==> src/rtl/alu_decode_stage.sv <==
// rtl/alu_decode_stage.sv - RV64I ALU decode stage with 2-entry skid buffer
//
// Decodes OP, OP-32, OP-IMM, OP-IMM-32, LUI and AUIPC into an ALU op code,
// packed immediate, control flags and register indices, then registers the
// result behind a main/skid buffer pair so in_ready is a flop output.
//
// Ports:
//   clk, reset              clock, synchronous active-high reset
//   flush                   drop every buffered entry (and a same-cycle accept)
//   in_valid/in_ready       upstream handshake; in_inst, in_pc payload
//   out_valid/out_ready     ALU-side handshake
//   inst_name, imm, pc_out  op code, packed immediate, entry PC
//   ADDorSUB, typeI,
//   typeSigned, typeWord    ALU control flags
//   rs1_idx, rs2_idx,
//   rd_idx                  register indices
//   illegal                 encoding not handled by this stage
module alu_decode_stage #(
  parameter int XLEN      = 64,
  parameter int REG_IDX_W = 5
) (
  input  logic                 clk,
  input  logic                 reset,
  input  logic                 flush,
  input  logic                 in_valid,
  output logic                 in_ready,
  input  logic [31:0]          in_inst,
  input  logic [XLEN-1:0]      in_pc,
  output logic                 out_valid,
  input  logic                 out_ready,
  output logic [4:0]           inst_name,
  output logic [19:0]          imm,
  output logic [XLEN-1:0]      pc_out,
  output logic                 ADDorSUB,
  output logic                 typeI,
  output logic                 typeSigned,
  output logic                 typeWord,
  output logic [REG_IDX_W-1:0] rs1_idx,
  output logic [REG_IDX_W-1:0] rs2_idx,
  output logic [REG_IDX_W-1:0] rd_idx,
  output logic                 illegal
);

  localparam logic [6:0] OPC_OP     = 7'b0110011;
  localparam logic [6:0] OPC_OP32   = 7'b0111011;
  localparam logic [6:0] OPC_IMM    = 7'b0010011;
  localparam logic [6:0] OPC_IMM32  = 7'b0011011;
  localparam logic [6:0] OPC_LUI    = 7'b0110111;
  localparam logic [6:0] OPC_AUIPC  = 7'b0010111;

  localparam logic [4:0] ADD = 5'd0,  ADDW = 5'd1,  SUB = 5'd2,  SUBW = 5'd3;
  localparam logic [4:0] SLL = 5'd4,  SLLW = 5'd5,  SLT = 5'd6,  SLTU = 5'd7;
  localparam logic [4:0] XOR_OP = 5'd8, SRL = 5'd9, SRLW = 5'd10, SRA = 5'd11;
  localparam logic [4:0] SRAW = 5'd12, OR_OP = 5'd13, AND_OP = 5'd14;
  localparam logic [4:0] ADDI = 5'd15, ADDIW = 5'd16, SLTI = 5'd17, SLTIU = 5'd18;
  localparam logic [4:0] XORI = 5'd19, ORI = 5'd20, ANDI = 5'd21;
  localparam logic [4:0] SLLI = 5'd22, SLLIW = 5'd23, SRLI = 5'd24, SRLIW = 5'd25;
  localparam logic [4:0] SRAI = 5'd26, SRAIW = 5'd27, LUI = 5'd28, AUIPC = 5'd29;

  typedef struct packed {
    logic [4:0]           op;
    logic [19:0]          imm;
    logic                 add_sub;
    logic                 type_i;
    logic                 type_signed;
    logic                 type_word;
    logic [REG_IDX_W-1:0] rs1;
    logic [REG_IDX_W-1:0] rs2;
    logic [REG_IDX_W-1:0] rd;
    logic                 illegal;
  } dec_t;

  dec_t            dec;
  dec_t            main_dec, skid_dec;
  logic [XLEN-1:0] main_pc, skid_pc;
  logic            main_valid, skid_valid, in_ready_q;

  logic [6:0] opcode;
  logic [2:0] f3;
  logic [6:0] f7;
  logic       legal;

  assign opcode = in_inst[6:0];
  assign f3     = in_inst[14:12];
  assign f7     = in_inst[31:25];

  always_comb begin
    dec   = '0;
    legal = 1'b0;
    dec.add_sub = 1'b1;
    dec.rs1 = in_inst[19:15];
    dec.rd  = in_inst[11:7];
    case (opcode)
      OPC_OP, OPC_OP32: begin
        dec.type_word = (opcode == OPC_OP32);
        dec.rs2 = in_inst[24:20];
        if (f7 == 7'b0000000) begin
          legal = 1'b1;
          case (f3)
            3'b000: dec.op = dec.type_word ? ADDW : ADD;
            3'b001: dec.op = dec.type_word ? SLLW : SLL;
            3'b010: begin dec.op = SLT; dec.type_signed = 1'b1; legal = !dec.type_word; end
            3'b011: begin dec.op = SLTU;   legal = !dec.type_word; end
            3'b100: begin dec.op = XOR_OP; legal = !dec.type_word; end
            3'b101: dec.op = dec.type_word ? SRLW : SRL;
            3'b110: begin dec.op = OR_OP;  legal = !dec.type_word; end
            default: begin dec.op = AND_OP; legal = !dec.type_word; end
          endcase
        end else if (f7 == 7'b0100000) begin
          if (f3 == 3'b000) begin
            legal = 1'b1;
            dec.op = dec.type_word ? SUBW : SUB;
            dec.add_sub = 1'b0;
          end else if (f3 == 3'b101) begin
            legal = 1'b1;
            dec.op = dec.type_word ? SRAW : SRA;
          end
        end
      end
      OPC_IMM: begin
        dec.type_i = 1'b1;
        dec.imm    = {in_inst[31:20], 8'h00};
        legal      = 1'b1;
        case (f3)
          3'b000: dec.op = ADDI;
          3'b010: begin dec.op = SLTI; dec.type_signed = 1'b1; end
          3'b011: dec.op = SLTIU;
          3'b100: dec.op = XORI;
          3'b110: dec.op = ORI;
          3'b111: dec.op = ANDI;
          3'b001: begin dec.op = SLLI; legal = (in_inst[31:26] == 6'b000000); end
          default: begin
            if (in_inst[31:26] == 6'b000000)      dec.op = SRLI;
            else if (in_inst[31:26] == 6'b010000) dec.op = SRAI;
            else                                  legal = 1'b0;
          end
        endcase
      end
      OPC_IMM32: begin
        dec.type_i    = 1'b1;
        dec.type_word = 1'b1;
        dec.imm       = {in_inst[31:20], 8'h00};
        // W-form shifts: bit 25 is part of the funct7 check, not the shamt
        case (f3)
          3'b000: begin dec.op = ADDIW; legal = 1'b1; end
          3'b001: begin dec.op = SLLIW; legal = (f7 == 7'b0000000); end
          3'b101: begin
            if (f7 == 7'b0000000)      begin dec.op = SRLIW; legal = 1'b1; end
            else if (f7 == 7'b0100000) begin dec.op = SRAIW; legal = 1'b1; end
          end
          default: legal = 1'b0;
        endcase
      end
      OPC_LUI, OPC_AUIPC: begin
        legal   = 1'b1;
        dec.op  = (opcode == OPC_LUI) ? LUI : AUIPC;
        dec.imm = in_inst[31:12];
        dec.rs1 = '0;
      end
      default: legal = 1'b0;
    endcase
    if (!legal) begin
      dec         = '0;
      dec.illegal = 1'b1;
    end
  end

  // Buffer control. An accept implies the skid is empty (in_ready mirrors
  // !skid_valid), so loading main from skid and from the input never collide.
  logic accept, drain, main_load_in, main_from_skid, skid_load;
  logic main_valid_n, skid_valid_n;

  assign accept         = in_valid & in_ready_q;
  assign drain          = main_valid & out_ready;
  assign main_load_in   = accept & (!main_valid | (drain & !skid_valid));
  assign skid_load      = accept & main_valid & !drain;
  assign main_from_skid = drain & skid_valid;
  assign main_valid_n   = main_load_in | main_from_skid | (main_valid & !drain);
  assign skid_valid_n   = skid_load | (skid_valid & !drain);

  always_ff @(posedge clk) begin
    if (reset) begin
      main_valid <= 1'b0;
      skid_valid <= 1'b0;
      in_ready_q <= 1'b0;
      main_dec   <= '0;
      skid_dec   <= '0;
      main_pc    <= '0;
      skid_pc    <= '0;
    end else if (flush) begin
      main_valid <= 1'b0;
      skid_valid <= 1'b0;
      in_ready_q <= 1'b1;
    end else begin
      main_valid <= main_valid_n;
      skid_valid <= skid_valid_n;
      in_ready_q <= !skid_valid_n;
      if (main_from_skid) begin
        main_dec <= skid_dec;
        main_pc  <= skid_pc;
      end else if (main_load_in) begin
        main_dec <= dec;
        main_pc  <= in_pc;
      end
      if (skid_load) begin
        skid_dec <= dec;
        skid_pc  <= in_pc;
      end
    end
  end

  assign in_ready   = in_ready_q;
  assign out_valid  = main_valid;
  assign inst_name  = main_dec.op;
  assign imm        = main_dec.imm;
  assign pc_out     = main_pc;
  assign ADDorSUB   = main_dec.add_sub;
  assign typeI      = main_dec.type_i;
  assign typeSigned = main_dec.type_signed;
  assign typeWord   = main_dec.type_word;
  assign rs1_idx    = main_dec.rs1;
  assign rs2_idx    = main_dec.rs2;
  assign rd_idx     = main_dec.rd;
  assign illegal    = main_dec.illegal;

endmodule

==> config.mk <==
export PLATFORM = sky130hd
export DESIGN_NAME = alu_decode_stage
export DESIGN_NICKNAME = d
export VERILOG_FILES = /design/src/rtl/alu_decode_stage.sv
export SDC_FILE = /design/constraint.sdc
export NUM_CORES = 1
export LEC_CHECK = 0
export BUFFER_PORTS_ARGS = -buffer_cell sky130_fd_sc_hd__buf_4
export CAP_MARGIN = 20
export CORE_MARGIN = 2
export CORE_UTILIZATION = 58
export CTS_CLUSTER_DIAMETER = 100
export DETAILED_ROUTE_END_ITERATION = 16
export MAX_ROUTING_LAYER = met4
export PLACE_DENSITY_LB_ADDON = 0.2
export SLEW_MARGIN = 10
export SYNTH_ARGS = -nofsm -noshare
export SYNTH_HDL_FRONTEND = slang
export SYNTH_SLANG_ARGS = --single-unit
==> constraint.sdc <==
create_clock -name clk -period 3.85 [get_ports clk]
set_input_delay 0.1925 -clock clk [delete_from_list [all_inputs] [get_ports clk]]
set_output_delay 0.1925 -clock clk [all_outputs]
set_load 0.005 [all_outputs]
==> metrics.yaml <==
floorplan:
  fp.dieH_um: 130
  rows: 45
  floorplan.initialDensity: 0.597
  die_w_um: 130
  io_pins: 212
  core_um2: 15300
  dieArea_um2: 16800
placement:
  hpwl_um: 15100
  gp_congestion: 0.897
  numPortBuffers: 211
  placed_cells: 1500
sta:
  hold_viol: 0
  min_period_ps: 2870
  fmax_mhz: 349
  slew-limit-headroom: 0.302
  skew_ps: 19.4
  fin_crit_sh: 0.744
  tns_ps: 0
  rsz0062_at_grt: "no"
  drv_slew: 0
  worst_slew_pin_slew_ps: 1050
  setup_violations: 0
cells_and_area:
  drive_above_1_share: 0.199
  syn_to_final_growth_pct: 35.9
  n_antenna_cell: 0
  final_nets: 1500
  final_cells: 1627
yosys:
  synth_top_area_share: 0.484
  seq_area_frac_synth: 0.484
  netlist_instances: 1168
  syn_area_um2: 9140
  synthTopCellsByArea: "dfxtp_1 48%, nand2_1 13%, a311oi_1 7.5%"
  synth.largest_area_cell: "dfxtp_1"
  async_reset_ff_frac: 0
  synth_most_common_cell: "nand2_1"
  synthTopCellsByCount: "315 x nand2_1, 221 x dfxtp_1, 144 x nor2_1, 109 x a21oi_1, 98 x clkbuf_1"
  syn_area_per_cell_um2: 7.82
  synth_nets: 1269
  ys_seq_elements: 221
  synth_enable_flop_cells: 0
  synth_cell_types: 54
  ys_warn_count: 0
  synthFlopType: "dfxtp_1"
clock_tree:
  htreeDepth: 1
  clk_pin_slew_worst_paths_ps: 60
  cts_tree: "done"
  cts_made_buffers: 23
  insertion_delay_ps: 510
  cts_buffer_depth: 3
  cts.sinks: 221
  root_buffer: "clkbuf_16"
route:
  routed_wl_um: 27000
  vias: 9486
  wl_per_cell_um: 16.6
  viasPerCell: 5.83
  antenna_left: 0
  drc: 0
  dr.pass1.iters: 5
  drtIter0Drc: 845
worst_setup_path:
  critPathLaunchType: "input pin"
  critPathArrivalTime_ps: 3290
  worstPathRequired_ps: 4270
  path_max_fanout: 12
  cp-end-kind: "flip-flop"
  worstSetupPathType: "in2reg"
  rrSetupSlack_ps: 1440
  r2r_cells: 5
  r2r_start: "out_valid"
  timing.rr.end: "skid_dec[38]"
power_and_ir_drop:
  p_per_area_nw_per_um2: 417
  pwr-share-seq: 0.460
  power_switching_mw: 1.18
  ir_worst_vdd_mv: 0.277
  finalPower_mw: 5.18
  p_clk_frac: 0.440
  internal-power_mw: 4.01
  p_leak_nw: 4.71
  swShare: 0.227
  power_frac_comb: 0.099
global_routing:
  grt_pass1_vias: 8965
  gr-total-overflow: 0
  antenna_found_initial: 0
  grt_max_degree: 120
  grt_pass1_wl_um: 43400
  grt.total_usage: 0.322
worst_hold_path:
  hold_path_end: "in_ready"
  hold_depth: 3
  hold_path.class: "in2reg"
  min_from: "out_ready"
job:
  max-cap-violations: 0
run_status:
  status: "complete, no violations"
worst max-delay path by stage:
stage | startpoint | endpoint | slack, ps | cells after the start
global placement | in_inst[28] | imm[15] | 1200 | 8
finish | in_inst[27] | skid_dec[38] | 980 | 9
detailed placement | in_inst[28] | skid_dec[38] | 1090 | 8
global route | in_inst[27] | skid_dec[33] | 780 | 9
floorplan | in_inst[28] | ADDorSUB | 1610 | 6
CTS | in_inst[28] | skid_dec[38] | 1050 | 9
timing repair:
action,4_1_cts,5_1_grt
hold buffers,85,0
resized for setup,0,0
buffers inserted,0,0
endpoints found under the hold margin,164,0
critical path, cell delays in order:
cell and delay, ps:
dlygate4sd3_1 540, buf_4 150, nor4_1 610, nand2_1 240, a211oi_2 380, nor3_2 150, nor2_1 700, a22oi_1 170
nor2_1 140
registers in the layout, indices dropped and copies added (netlist names), 5 cells and up:
| signal | flops |
|---|---|
| skid_pc | 64 |
| rd_idx | 5 |
| rs1_idx | 5 |
| pc_out | 64 |
| skid_dec | 45 |
| rs2_idx | 5 |
| inst_name | 5 |
| imm | 20 |
through the flow:
| stage | setup slack [ps] | area [um2] | utilization | hold slack (ps) |
|---|---|---|---|---|
| CTS | 1050 | 12400 | 0.811 | 13.8 |
| floorplan | 1610 | 9140 | - | 271 |
| global route | 783 | 12400 | 0.811 | 50.5 |
| global placement | 1200 | 10800 | 0.704 | 434 |
| detailed placement | 1090 | 10800 | 0.704 | 445 |
| finish | 984 | 12400 | 0.811 | 40.9 |
power by group through the flow:
stage | logic, mW | clock network, mW | registers [mW]
after detailed placement | 0.432 | 0 | 2.43
final | 0.515 | 2.28 | 2.39
after CTS | 0.503 | 2.30 | 2.38
after floorplan | 0.188 | 0 | 2.43
after global placement | 0.428 | 0 | 2.43
after global routing | 0.561 | 2.39 | 2.39
metal layers:
metal	routed length, um	GRT usage
met1	11300	0.412
met2	13000	0.530
met3	1970	0.0500
met4	717	0.0974
met5	0	-
cell usage in the layout (no fill, tap or decap), types with 4 or more instances in the layout:
master / instances
inv_1: 5
nand3_1: 42
buf_4: 222
dfxtp_1: 221
nor4_1: 4
o21ai_0: 11
nand2b_1: 4
a22oi_1: 17
a221oi_1: 19
dlygate4sd3_1: 85
a21oi_1: 109
a211oi_1: 14
a311oi_1: 78
clkbuf_16: 23
nor2b_1: 5
clkbuf_1: 6
nand2_1: 315
clkbuf_8: 8
nor2_1: 143
nor3_1: 25
cell families after synthesis:
logic type      share of synthesized area
simple gates                        0.260
compound gates                      0.209
flops                               0.484
buf+inv                            0.0463
layout make-up:
cell class              instances  area [um2]
flip-flops and latches        221        4420
multi-input cells             837        4330
fillers                      1019        2900
repair buffers                311        2590
clock buffers                  37         708
well taps                     211         264
clock inverters                 5        82.6
inverters                       5        18.8
No activity file was read; power rests on OpenSTA's default activity.
